### config.mk
export PLATFORM = sky130hd
export DESIGN_NAME = div_share_arbiter_flat
export DESIGN_NICKNAME = d
export VERILOG_FILES = /design/src/rtl/div_share_arbiter_if.sv /design/src/rtl/div_share_arbiter.sv /design/src/flat_wrapper.sv
export SDC_FILE = /design/constraint.sdc
export NUM_CORES = 1
export LEC_CHECK = 0
export ABC_AREA = 1
export CAP_MARGIN = 10
export CORE_MARGIN = 2
export CORE_UTILIZATION = 25
export CTS_CLUSTER_DIAMETER = 40
export CTS_CLUSTER_SIZE = 40
export DETAILED_ROUTE_END_ITERATION = 10
export GPL_TIMING_DRIVEN = 0
export SETUP_SLACK_MARGIN = 0.05
export SKIP_LAST_GASP = 1
export SLEW_MARGIN = 20
export SYNTH_ARGS = -nofsm -noshare
export SYNTH_HDL_FRONTEND = slang
export SYNTH_SLANG_ARGS = --single-unit
### constraint.sdc
create_clock -name clk -period 8.4 [get_ports clk]
set_input_delay 2.52 -clock clk [delete_from_list [all_inputs] [get_ports clk]]
set_output_delay 2.52 -clock clk [all_outputs]
set_load 0.01 [all_outputs]
### src/rtl/div_share_arbiter_if.sv
// Requester-side bundle for div_share_arbiter: per-requester request/response
// handshakes plus the shared response data bus.
interface div_share_arbiter_if #(
  parameter int NUM_REQ = 4
);
  logic [NUM_REQ-1:0]    req_valid;
  logic [NUM_REQ-1:0]    req_ready;
  logic [32*NUM_REQ-1:0] req_dividend;
  logic [32*NUM_REQ-1:0] req_divisor;
  logic [NUM_REQ-1:0]    resp_valid;
  logic [NUM_REQ-1:0]    resp_ready;
  logic [31:0]           resp_quotient;
  logic [31:0]           resp_remainder;
  logic                  resp_dbz;
  logic                  resp_err;

  modport master (
    output req_valid, req_dividend, req_divisor, resp_ready,
    input  req_ready, resp_valid, resp_quotient, resp_remainder, resp_dbz, resp_err
  );

  modport slave (
    input  req_valid, req_dividend, req_divisor, resp_ready,
    output req_ready, resp_valid, resp_quotient, resp_remainder, resp_dbz, resp_err
  );
endinterface

### src/rtl/div_share_arbiter.sv
// Round-robin sharing of one iterative signed divider core among NUM_REQ
// requesters, with local divide-by-zero handling and a hung-core watchdog.
module div_share_arbiter #(
  parameter int NUM_REQ = 4,
  parameter int ID_W    = 2,
  parameter int TIMEOUT = 64
) (
  input  logic               clk,
  input  logic               rst,
  div_share_arbiter_if.slave bus,
  output logic               div_start,
  output logic [31:0]        div_dividend,
  output logic [31:0]        div_divisor,
  input  logic               div_done,
  input  logic [31:0]        div_quotient,
  input  logic [31:0]        div_remainder,
  output logic               busy,
  output logic [ID_W-1:0]    owner
);
  // state | meaning
  // IDLE  | arbitrating; req_ready one-hot at the round-robin grant
  // ISSUE | one-cycle div_start pulse; watchdog loaded
  // WAIT  | waiting for div_done or watchdog expiry
  // RESP  | response held for the owner until resp_ready[owner]

  localparam int CNT_W = (TIMEOUT > 1) ? $clog2(TIMEOUT) : 1;

  typedef enum logic [1:0] {IDLE, ISSUE, WAIT, RESP} state_t;

  state_t           state, state_nx;
  logic [ID_W-1:0]  rr_ptr;
  logic [ID_W-1:0]  grant_idx;
  logic             grant_vld;
  logic             accept;
  logic [31:0]      grant_a, grant_b;
  logic [31:0]      op_a, op_b;
  logic [31:0]      res_q, res_r;
  logic             dbz, err;
  logic [CNT_W-1:0] wd_cnt;
  logic             wd_expired;

  // Searching downward lets the lowest offset from rr_ptr win the last write.
  always_comb begin
    grant_vld = 1'b0;
    grant_idx = '0;
    for (int k = NUM_REQ - 1; k >= 0; k--) begin
      if (bus.req_valid[(int'(rr_ptr) + k) % NUM_REQ]) begin
        grant_vld = 1'b1;
        grant_idx = ID_W'((int'(rr_ptr) + k) % NUM_REQ);
      end
    end
  end

  assign grant_a    = bus.req_dividend[32*grant_idx +: 32];
  assign grant_b    = bus.req_divisor[32*grant_idx +: 32];
  assign accept     = rst && (state == IDLE) && grant_vld;
  assign wd_expired = (wd_cnt == '0);

  always_ff @(posedge clk or negedge rst) begin
    if (!rst) state <= IDLE;
    else      state <= state_nx;
  end

  always_comb begin
    state_nx = state;
    unique case (state)
      IDLE:    if (accept) state_nx = (grant_b == '0) ? RESP : ISSUE;
      ISSUE:   state_nx = WAIT;
      WAIT:    if (div_done || wd_expired) state_nx = RESP;
      RESP:    if (bus.resp_ready[owner]) state_nx = IDLE;
      default: state_nx = IDLE;
    endcase
  end

  always_ff @(posedge clk or negedge rst) begin
    if (!rst) begin
      rr_ptr <= '0;
      owner  <= '0;
      op_a   <= '0;
      op_b   <= '0;
      res_q  <= '0;
      res_r  <= '0;
      dbz    <= 1'b0;
      err    <= 1'b0;
      wd_cnt <= '0;
    end else begin
      unique case (state)
        IDLE: if (accept) begin
          owner  <= grant_idx;
          rr_ptr <= (grant_idx == ID_W'(NUM_REQ - 1)) ? '0 : grant_idx + 1'b1;
          op_a   <= grant_a;
          op_b   <= grant_b;
          if (grant_b == '0) begin
            res_q <= '1;
            res_r <= grant_a;
            dbz   <= 1'b1;
          end
        end
        ISSUE: wd_cnt <= CNT_W'(TIMEOUT - 1);
        WAIT: begin
          // A done arriving on the expiry cycle still yields a normal result.
          if (div_done) begin
            res_q <= div_quotient;
            res_r <= div_remainder;
          end else if (wd_expired) begin
            res_q <= '0;
            res_r <= '0;
            err   <= 1'b1;
          end else begin
            wd_cnt <= wd_cnt - 1'b1;
          end
        end
        RESP: if (bus.resp_ready[owner]) begin
          dbz <= 1'b0;
          err <= 1'b0;
        end
        default: ;
      endcase
    end
  end

  assign bus.req_ready      = accept ? (NUM_REQ'(1) << grant_idx) : '0;
  assign bus.resp_valid     = (state == RESP) ? (NUM_REQ'(1) << owner) : '0;
  assign bus.resp_quotient  = res_q;
  assign bus.resp_remainder = res_r;
  assign bus.resp_dbz       = dbz;
  assign bus.resp_err       = err;
  assign div_start          = (state == ISSUE);
  assign div_dividend       = op_a;
  assign div_divisor        = op_b;
  assign busy               = (state != IDLE);
endmodule

### src/flat_wrapper.sv
// flat-port wrapper written by rule: the top's interface ports become plain ports
module div_share_arbiter_flat 
#(
  parameter int NUM_REQ = 4,
  parameter int ID_W    = 2,
  parameter int TIMEOUT = 64
)
  (clk, rst, div_start, div_dividend, div_divisor, div_done, div_quotient, div_remainder, busy, owner, bus_req_valid, bus_req_dividend, bus_req_divisor, bus_resp_ready, bus_req_ready, bus_resp_valid, bus_resp_quotient, bus_resp_remainder, bus_resp_dbz, bus_resp_err);
  div_share_arbiter_if #(.NUM_REQ(NUM_REQ)) bus_i ();
  input  logic clk;
  input  logic rst;
  output logic div_start;
  output logic [31:0] div_dividend;
  output logic [31:0] div_divisor;
  input  logic div_done;
  input  logic [31:0] div_quotient;
  input  logic [31:0] div_remainder;
  output logic busy;
  output logic [ID_W-1:0] owner;
  input wire logic [$bits(bus_i.req_valid)-1:0] bus_req_valid;
  input wire logic [$bits(bus_i.req_dividend)-1:0] bus_req_dividend;
  input wire logic [$bits(bus_i.req_divisor)-1:0] bus_req_divisor;
  input wire logic [$bits(bus_i.resp_ready)-1:0] bus_resp_ready;
  output wire logic [$bits(bus_i.req_ready)-1:0] bus_req_ready;
  output wire logic [$bits(bus_i.resp_valid)-1:0] bus_resp_valid;
  output wire logic [$bits(bus_i.resp_quotient)-1:0] bus_resp_quotient;
  output wire logic [$bits(bus_i.resp_remainder)-1:0] bus_resp_remainder;
  output wire logic [$bits(bus_i.resp_dbz)-1:0] bus_resp_dbz;
  output wire logic [$bits(bus_i.resp_err)-1:0] bus_resp_err;
  assign bus_i.req_valid = bus_req_valid;
  assign bus_i.req_dividend = bus_req_dividend;
  assign bus_i.req_divisor = bus_req_divisor;
  assign bus_i.resp_ready = bus_resp_ready;
  assign bus_req_ready = bus_i.req_ready;
  assign bus_resp_valid = bus_i.resp_valid;
  assign bus_resp_quotient = bus_i.resp_quotient;
  assign bus_resp_remainder = bus_i.resp_remainder;
  assign bus_resp_dbz = bus_i.resp_dbz;
  assign bus_resp_err = bus_i.resp_err;
  div_share_arbiter #(.NUM_REQ(NUM_REQ), .ID_W(ID_W), .TIMEOUT(TIMEOUT)) u_core (.clk(clk), .rst(rst), .bus(bus_i), .div_start(div_start), .div_dividend(div_dividend), .div_divisor(div_divisor), .div_done(div_done), .div_quotient(div_quotient), .div_remainder(div_remainder), .busy(busy), .owner(owner));
endmodule
==> results of run 1 <==
registers in the layout, indices dropped and copies added, names as in the netlist:
signal                     flops
u_core.owner                   2
u_core.rr_ptr                  2
u_core.div_dividend           32
u_core.bus.resp_remainder     32
u_core.bus.resp_dbz            1
u_core.wd_cnt                  6
u_core.div_divisor            32
u_core.bus.resp_quotient      32
u_core.state                   2
u_core.bus.resp_err            1
Yosys cell counts:
master | instances | area, um^2
nor2_1 | 22 | 82.6
inv_1 | 28 | 105
and2_1 | 1 | 6.26
a31oi_1 | 1 | 6.26
nand3_1 | 302 | 1510
nand2_1 | 584 | 2190
nand2_4 | 2 | 22.5
inv_2 | 1 | 3.75
nand4_1 | 2 | 12.5
nand2_2 | 2 | 12.5
or2_1 | 1 | 6.26
o21ai_0 | 107 | 536
a21boi_2 | 1 | 11.3
a21oi_1 | 3 | 15.0
a311oi_1 | 1 | 8.76
buf_4 | 6 | 45.0
o311ai_1 | 1 | 8.76
ha_1 | 10 | 125
clkbuf_1 | 47 | 176
dfrtp_1 | 142 | 3550
o21ai_1 | 1 | 5.00
nor3b_1 | 1 | 7.51
o2111ai_1 | 1 | 8.76
nor3_1 | 5 | 25.0
buf_2 | 34 | 170
inv_4 | 1 | 6.26
or2_2 | 1 | 6.26
buf_6 | 8 | 90.1
buf_1 | 8 | 30.0
cell type report:
cell class,count,area (um^2)
well taps,455,569
fillers,3641,19800
diodes,2,5.00
clock buffers,19,433
clock inverters,12,210
flip-flops and latches,142,3550
repair buffers,473,4760
plain buffers,101,523
inverters,30,115
multi-input cells,1049,4620
cell usage in the layout (no fill, tap or decap), types with 3 or more instances in the layout:
master / Yosys / routed
buf_1: 8 / 7
bufinv_16: 0 / 5
buf_2: 34 / 30
o21ai_0: 107 / 107
clkdlybuf4s50_1: 0 / 471
dfrtp_1: 142 / 142
buf_6: 8 / 10
nor2_1: 22 / 22
nand2_1: 584 / 584
a21oi_1: 3 / 3
clkbuf_1: 47 / 47
buf_4: 6 / 6
inv_1: 28 / 28
clkinv_4: 0 / 4
nor3_1: 5 / 5
clkbuf_16: 0 / 17
nand3_1: 302 / 302
ha_1: 10 / 10
critical path, cell delays in order:
cell	delay (ns)
clkdlybuf4s50_1	0.48
inv_1	0.06
o21ai_0	0.22
or2_1	0.21
nand2_1	0.08
nand2_2	0.09
nand2_2	0.09
buf_4	0.21
buf_6	0.17
inv_1	0.09
clkbuf_4	0.27
buf_6	0.21
ha_1	0.16
inv_1	0.06
nor2_1	0.11
clkdlybuf4s50_1	0.61
cell families after synthesis:
kind of cell / after synthesis / share of synthesized area [%]
AOI/OAI and AO/OA: 116 / 6.82
and+or+nand+nor: 923 / 44.2
buffers and inverters: 133 / 7.13
DFF: 142 / 40.4
adders and majority gates: 10 / 1.42
power groups by stage:
stage	clock (mW)	combinational (mW)	sequential, mW
finish	0.857	4.78	1.23
global route	0.903	5.28	1.27
CTS	0.871	4.82	1.23
detailed placement	0	4.81	1.24
global placement	0	4.78	1.23
floorplan	0	2.49	1.35
what timing repair did:
item | in CTS | in global routing
pin swaps | 0 | 0
hold buffers | 0 | 0
buffers inserted | 0 | 0
cloned | 0 | 0
endpoints found under the setup margin | 4 | 4
resized for setup | 3 | 4
worst max path at each step:
stage,to,slack [ns],cells past startpoint
after CTS,bus_req_ready[3],0.07,16
after global placement,bus_req_ready[0],-6.30,6
after global routing,bus_req_ready[3],0.01,16
final,bus_req_ready[3],0.22,16
after floorplan,bus_req_ready[3],1.64,14
after detailed placement,bus_req_ready[0],-0.22,15
per-stage QoR:
| stage | worst slack (ns) | instances | setup TNS (ns) | utilization, % | total power [mW] |
|---|---|---|---|---|---|
| after floorplan | 1.64 | 1324 | 0 | - | 3.84 |
| after global placement | -6.30 | 2251 | -696.77 | 40.8 | 6.01 |
| after detailed placement | -0.225 | 2252 | -0.357 | 40.9 | 6.05 |
| after CTS | 0.0678 | 2281 | 0 | 42.7 | 6.93 |
| after global routing | 0.0134 | 2283 | 0 | 42.8 | 7.45 |
| final | 0.219 | 2283 | 0 | 42.8 | 6.87 |
metal layers:
layer,track usage [%],share of wire [%],up-vias
met2,42.5,49,468
met3,4.75,6.7,48
met1,30.3,42,5159
met5,0,0,-
met4,7.31,2.1,0
li1,-,-,5307
==> out/metrics.cfg, run 1 <==
[hold_path]
min-delay-start=u_core.bus.resp_remainder[22]
hp-class=reg2reg
hold_path_end=u_core.bus.resp_remainder[22]
hold-path-cell-count=2

[synthesis]
avgSynthCellArea_um2=6.64
ys.warnings.count=0
synth_cells=1324
synth_seq_cells=142
syn_nets=1665
netlist_area_um2=8790
yosysSeqAreaShare_pct=40.4
synth.distinct_cells=29

[sta]
hold_ws_ns=0.471
setup_viol=0
drv_slew=0
worst_pin_slew_ns=0.928
skew_ns=0.0154
hold_viol=0
period_needed_ns=8.18
relSlewSlack_pct=38.2
period_share_pct=97.4
rsz0062_at_grt=true
fmax_mhz=122

[floorplan]
die_x_um=192
initial_utilization_pct=25.4
die_h_um=192
rows=68
die_area_um2=36700
io_pins=473
coreArea_um2=34500

[outcome]
outcome=finished, final reports clean

[flow_run]
maxCapViolations=0

[clocking]
cts_tree=yes
clk_latency_ns=0.43
cts-root-buf=clkbuf_16
clockBufferDepth=2
numCtsBuffers=17
htree_levels=4
clock-sinks=142
clk_pin_slew_ns=0.06

[final_layout]
syn_to_final_growth_pct=68.2
drive_above_1_share_pct=4.87
design_area_um2=14800
final_nets=2155

[setup_path]
end_kind=output port
crit_required_ns=5.88
worstReg2RegStart=u_core.rr_ptr[0]
critPathLaunch=bus_req_valid[2]
r2r_end=u_core.bus.resp_remainder[29]
ff2ff_setup_slack_ns=4.64
critPathKind=in2out
worstRegToRegCells=18
start_kind=primary input
cp.arrival_ns=5.66
cp_max_fo=11

[place]
dp_hpwl_mm=36.5
port_buffers=472
placed_area_um2=14100
gp_congestion=0.948

[drt]
wirelength_mm=45.8
routed-via-count=10982
viasPerCell=4.81
wl_per_cell_um=20.1
detailedRoute.firstIterationViolations=701
drc=0
firstDrtPassIters=5
detail-route-antenna-nets=0

[grt]
grt_max_degree=85
grt_pass1_wl_mm=66.4
grt_use_total_pct=24.4
grt.overflow.total=0
grt_pass1_vias=10624
antenna_found_initial=2

[pwr]
p_seq_share_pct=17.9
p_leak_nw=6.71
power.internal_mw=3.29
switchingPower_mw=3.58
peakVddDrop_uv=204
combPwrFrac_pct=69.6
switching_share_pct=52.1
p_per_area_nw_per_um2=465
clockPowerShare_pct=12.5

No activity file was read; power rests on OpenSTA's default activity.
==> inputs of run 2 (changes only) <==
--- a/config.mk
+++ b/config.mk
@@ -15,7 +15,6 @@
 export GPL_TIMING_DRIVEN = 0
 export SETUP_SLACK_MARGIN = 0.05
 export SKIP_LAST_GASP = 1
-export SLEW_MARGIN = 20
 export SYNTH_ARGS = -nofsm -noshare
 export SYNTH_HDL_FRONTEND = slang
 export SYNTH_SLANG_ARGS = --single-unit
==> out/metrics.cfg, run 2 (synthesized netlist as in run 1, its figures left out) <==
[sta]
rsz0062_at_grt=false
hold_viol=0
period_share_pct=96.9
fmax_mhz=123
hold_ws_ns=0.471
worst_pin_slew_ns=0.928
setup-tns-final_ns=0
relSlewSlack_pct=38.1
setup_viol=0
period_needed_ns=8.14
skew_ns=0.0123
drv_slew=0

[drt]
wirelength_mm=45.7
routed-via-count=10976
firstDrtPassIters=5
detail-route-antenna-nets=0
detailedRoute.firstIterationViolations=718
wl_per_cell_um=20.0
drc=0
viasPerCell=4.81

[grt]
top_usage_layer=met2
grt_pass1_vias=10661
met2_usage_pct=42.9
grt_pass1_wl_mm=66.1
grt_max_degree=85
grtUsageMet3_pct=4.55
use_met1_pct=30.1
antenna_found_initial=2
grt.overflow.total=0
grt_use_total_pct=24.2

[final_layout]
final_nets=2155
layout_commonest_cell=nand2_1
layout_common_cells=584 x nand2_1, 470 x clkdlybuf4s50_1, 302 x nand3_1
fin_util_pct=42.6
syn_to_final_growth_pct=67.3
drive_above_1_share_pct=4.98

[flow_run]
maxCapViolations=0

[pwr]
switching_share_pct=53.1
switchingPower_mw=3.60
p_per_area_nw_per_um2=461
power.internal_mw=3.19
peakVddDrop_uv=190
p_seq_share_pct=18.1
combPwrFrac_pct=70.6
clockPowerShare_pct=11.2
p_leak_nw=6.69

[clocking]
hold_buffers=0
htree_levels=4
numCtsBuffers=17
clock-sinks=142
cts_tree=yes
clockBufferDepth=2
cts-root-buf=clkbuf_16
clk_pin_slew_ns=0.06
clk_latency_ns=0.42

[setup_path]
worstReg2RegStart=u_core.rr_ptr[0]
start_kind=primary input
critPathLaunch=bus_req_valid[2]
cp.arrival_ns=5.62
crit_required_ns=5.88
cp_max_fo=11
critPathKind=in2out
end_kind=output port

[place]
port_buffers=472
gp_congestion=0.948
dp_hpwl_mm=36.5

[hold_path]
min-delay-start=u_core.bus.resp_remainder[28]
hp-class=reg2reg

[floorplan]
initial_utilization_pct=25.4
rows=68
die_x_um=192
io_pins=473
die_h_um=192
coreArea_um2=34500
die_area_um2=36700

[outcome]
outcome=finished, final reports clean

==> run 2: cell count changes in the layout (fill, tap and decap cells not counted), sizes merged <==
cell	change
inv	+4
diode	-1
bufinv	-4
clkinvlp	+4
buf	+2
clkbuf	-2
dlymetal6s2s	+1
clkinv	-3
clkdlybuf4s50	-1
==> run 2: layer usage <==
layer | vias up | part of all wire [%] | wire (um)
li1 | 5307 | - | -
met1 | 5168 | 42 | 19100
met2 | 452 | 50 | 22600
met3 | 49 | 6.8 | 3090
met4 | 0 | 1.9 | 850
met5 | - | 0 | 0
==> run 2: final timing paths <==
path / endpoint / slack, ns / cells after the start
setup / recovery: bus_req_ready[0] / 0.26 / 14
max in group asynchronous: u_core.div_divisor[28] / 5.43 / 2
hold / removal: u_core.bus.resp_remainder[28] / 0.47 / 2
min in group asynchronous: u_core.bus.resp_quotient[6] / 2.07 / 1
setup reg to reg: u_core.bus.resp_remainder[29] / 4.59 / 18
hold reg to reg: u_core.bus.resp_remainder[28] / 0.47 / 2
==> run 2: stage by stage <==
| step | setup WS [ns] | instances | total power, mW | cell area, um^2 |
|---|---|---|---|---|
| floorplan | 1.64 | 1324 | 3.84 | 8790 |
| global placement | -6.30 | 2251 | 6.01 | 14100 |
| detailed placement | -0.430 | 2252 | 6.05 | 14100 |
| CTS | 0.0726 | 2282 | 6.83 | 14700 |
| global route | 0.0483 | 2283 | 7.35 | 14700 |
| finish | 0.257 | 2283 | 6.79 | 14700 |
==> run 2: power by group through the flow <==
stage	combinational (mW)	sequential, mW	clock, mW
floorplan	2.49	1.35	0
global placement	4.78	1.23	0
detailed placement	4.81	1.24	0
CTS	4.81	1.23	0.785
global route	5.28	1.27	0.808
finish	4.79	1.23	0.762
==> run 2: repair_timing <==
item / CTS / global route
gates cloned: 0 / 0
gates resized for setup: 4 / 7
endpoints found under the setup margin: 4 / 4
setup buffers: 0 / 0
hold endpoints to repair: 0 / 0
==> run 2: area by class of cell <==
cell class / count / area (um^2)
fill: 3648 / 19800
timing repair buffer: 473 / 4760
multi-input combinational: 1049 / 4620
sequential: 142 / 3550
tap: 455 / 569
buffer: 101 / 523
clock buffer: 19 / 443
clock inverter: 13 / 128
inverter: 30 / 115
antenna: 1 / 2.50
==> run 2: critical path: stages <==
cell and delay (ns):
clkdlybuf4s50_1 0.48, inv_1 0.06, o21ai_0 0.21, or2_1 0.21
nand3_1 0.14, nand2_2 0.15, buf_4 0.23, buf_6 0.19
buf_4 0.26, buf_6 0.20, ha_1 0.15, inv_1 0.04
nor2_1 0.20, clkdlybuf4s50_1 0.58
==> inputs of run 3 (changes only) <==
--- a/config.mk
+++ b/config.mk
@@ -13,6 +13,8 @@
 export CTS_CLUSTER_SIZE = 40
 export DETAILED_ROUTE_END_ITERATION = 10
 export GPL_TIMING_DRIVEN = 0
+export PLACE_DENSITY = 0.57
+export RECOVER_POWER = 50
 export SETUP_SLACK_MARGIN = 0.05
 export SKIP_LAST_GASP = 1
 export SYNTH_ARGS = -nofsm -noshare
==> out/metrics.cfg, run 3 (synthesized netlist as in run 1, its figures left out) <==
[drt]
detailedRoute.firstIterationViolations=644
routed-via-count=10918
detail-route-antenna-nets=0
firstDrtPassIters=5
wl_per_cell_um=20.0
wirelength_mm=45.7
drc=0
viasPerCell=4.78

[pwr]
switching_share_pct=53.2
peakVddDrop_uv=186
switchingPower_mw=3.56
clockPowerShare_pct=11.3
p_seq_share_pct=18.4
power_mw=6.69
combPwrFrac_pct=70.2
power.internal_mw=3.13
p_leak_nw=6.77
p_per_area_nw_per_um2=455

[sta]
rsz0062_at_grt=false
relSlewSlack_pct=38.5
drv_slew=0
setup_viol=0
period_share_pct=96.7
period_needed_ns=8.13
worst_pin_slew_ns=0.923
fmax_mhz=123
hold_viol=0
skew_ns=0.0160

[final_layout]
fillerInstances=3643
design_area_um2=14700
fin_cells=2285
final_nets=2154
layout_commonest_cell=nand2_1
seq_area_um2=3550
multi_input_area_um2=4620
syn_to_final_growth_pct=67.5
layout_common_cells=584 x nand2_1, 404 x clkdlybuf4s50_1, 302 x nand3_1
drive_above_1_share_pct=5.04

[clocking]
clk_latency_ns=0.42
clk_pin_slew_ns=0.06
htree_levels=4
cts-root-buf=clkbuf_16
numCtsBuffers=17
clockBufferDepth=2
cts_tree=yes
clock-sinks=142
hold_buffers=0

[floorplan]
rows=68
die_h_um=192
coreArea_um2=34500
die_area_um2=36700
io_pins=473
die_x_um=192
initial_utilization_pct=25.4

[grt]
grt_max_degree=87
grt.overflow.total=0
grt_use_total_pct=24.5
grt_pass1_vias=10696
antenna_found_initial=3
grt_pass1_wl_mm=66.7

[setup_path]
slowest_delay_ns=0.59
end_kind=output port
cp_max_fo=11
start_kind=primary input
worstRegToRegCells=18
cp.arrival_ns=5.61
path_common_cell=buf_6
critPathSlowestCell=clkdlybuf4s50_1
critPathKind=in2out
path_cells=clkdlybuf4s50_1, inv_1, nand2_1, and2_1, or2_1, nand2_1, nand2_2, nand2_2, buf_4, buf_6, buf_6, buf_6, ha_1, inv_1, nor2_2, clkdlybuf4s50_1
crit_required_ns=5.88

[place]
port_buffers=472
dp_hpwl_mm=37.0
dp_cells=2252
gp_congestion=0.922
placed_area_um2=14100

[outcome]
outcome=finished, final reports clean

[hold_path]
hold-path-cell-count=2
hp-class=reg2reg

[flow_run]
maxCapViolations=0

## run 3: cell count changes in the layout (fill, tap and decap cells not counted), sizes merged
cell	delta
clkdlybuf4s50	-66
dlygate4sd3	+65
diode	+3
clkinv	+3
buf	-1
dlymetal6s2s	+1
clkinvlp	-2
inv	-1
## run 3: final timing paths
check                                        startpoint  slack (ns)                            end
min                        u_core.bus.resp_quotient[31]        0.46   u_core.bus.resp_quotient[31]
max reg2reg                            u_core.rr_ptr[0]        4.65  u_core.bus.resp_remainder[29]
max in group asynchronous                           rst        5.45         u_core.div_divisor[28]
min in group asynchronous                           rst        2.05         u_core.div_dividend[5]
min reg2reg                u_core.bus.resp_quotient[31]        0.46   u_core.bus.resp_quotient[31]
max                                    bus_req_valid[1]        0.27               bus_req_ready[2]
## run 3: power by group through the flow
stage,combinational [mW],clock (mW),sequential (mW)
global route,5.23,0.805,1.27
floorplan,2.49,0,1.35
detailed placement,4.79,0,1.25
global placement,4.77,0,1.24
CTS,4.79,0.777,1.24
finish,4.70,0.759,1.23
## run 3: area by class of cell
cell class / instances / share of cell area [%]
antenna: 4 / 0.0680
clock inverter: 13 / 0.867
sequential: 142 / 24.1
multi-input combinational: 1049 / 31.4
clock buffer: 19 / 3.01
buffer: 100 / 3.55
inverter: 30 / 0.782
tap: 455 / 3.87
timing repair buffer: 473 / 32.3
## run 3: layer usage
metal	vias up	GRT usage [%]	routed length, um	part of all wire (%)
met5	-	0	0	0
met4	0	7.16	860	1.9
met3	36	5.32	3440	7.5
met2	423	42.7	22600	49
met1	5141	30.2	18800	41
li1	5318	-	-	-
## run 3: per-stage QoR
step | setup WS (ns) | hold slack [ns] | setup TNS, ns | util [%]
global route | 0.0763 | 0.485 | 0 | 42.6
global placement | -6.39 | 0.454 | -718.05 | 40.8
CTS | -0.0712 | 0.474 | -0.0712 | 42.5
finish | 0.274 | 0.463 | 0 | 42.6
detailed placement | -0.395 | 0.458 | -1.18 | 40.9
floorplan | 1.64 | 0.473 | 0 | -
## run 3: worst max-delay path: cells and delay by family
kind | cells | cell delay, ns
buffers and inverters | 8 | 1.95
adders and majority gates | 1 | 0.16
and+or+nand+nor | 7 | 0.96
## run 3: timing repair
action	CTS	global route
endpoints found under the setup margin	4	4
setup buffers	0	0
resized for setup	3	11
hold endpoints to repair	0	0
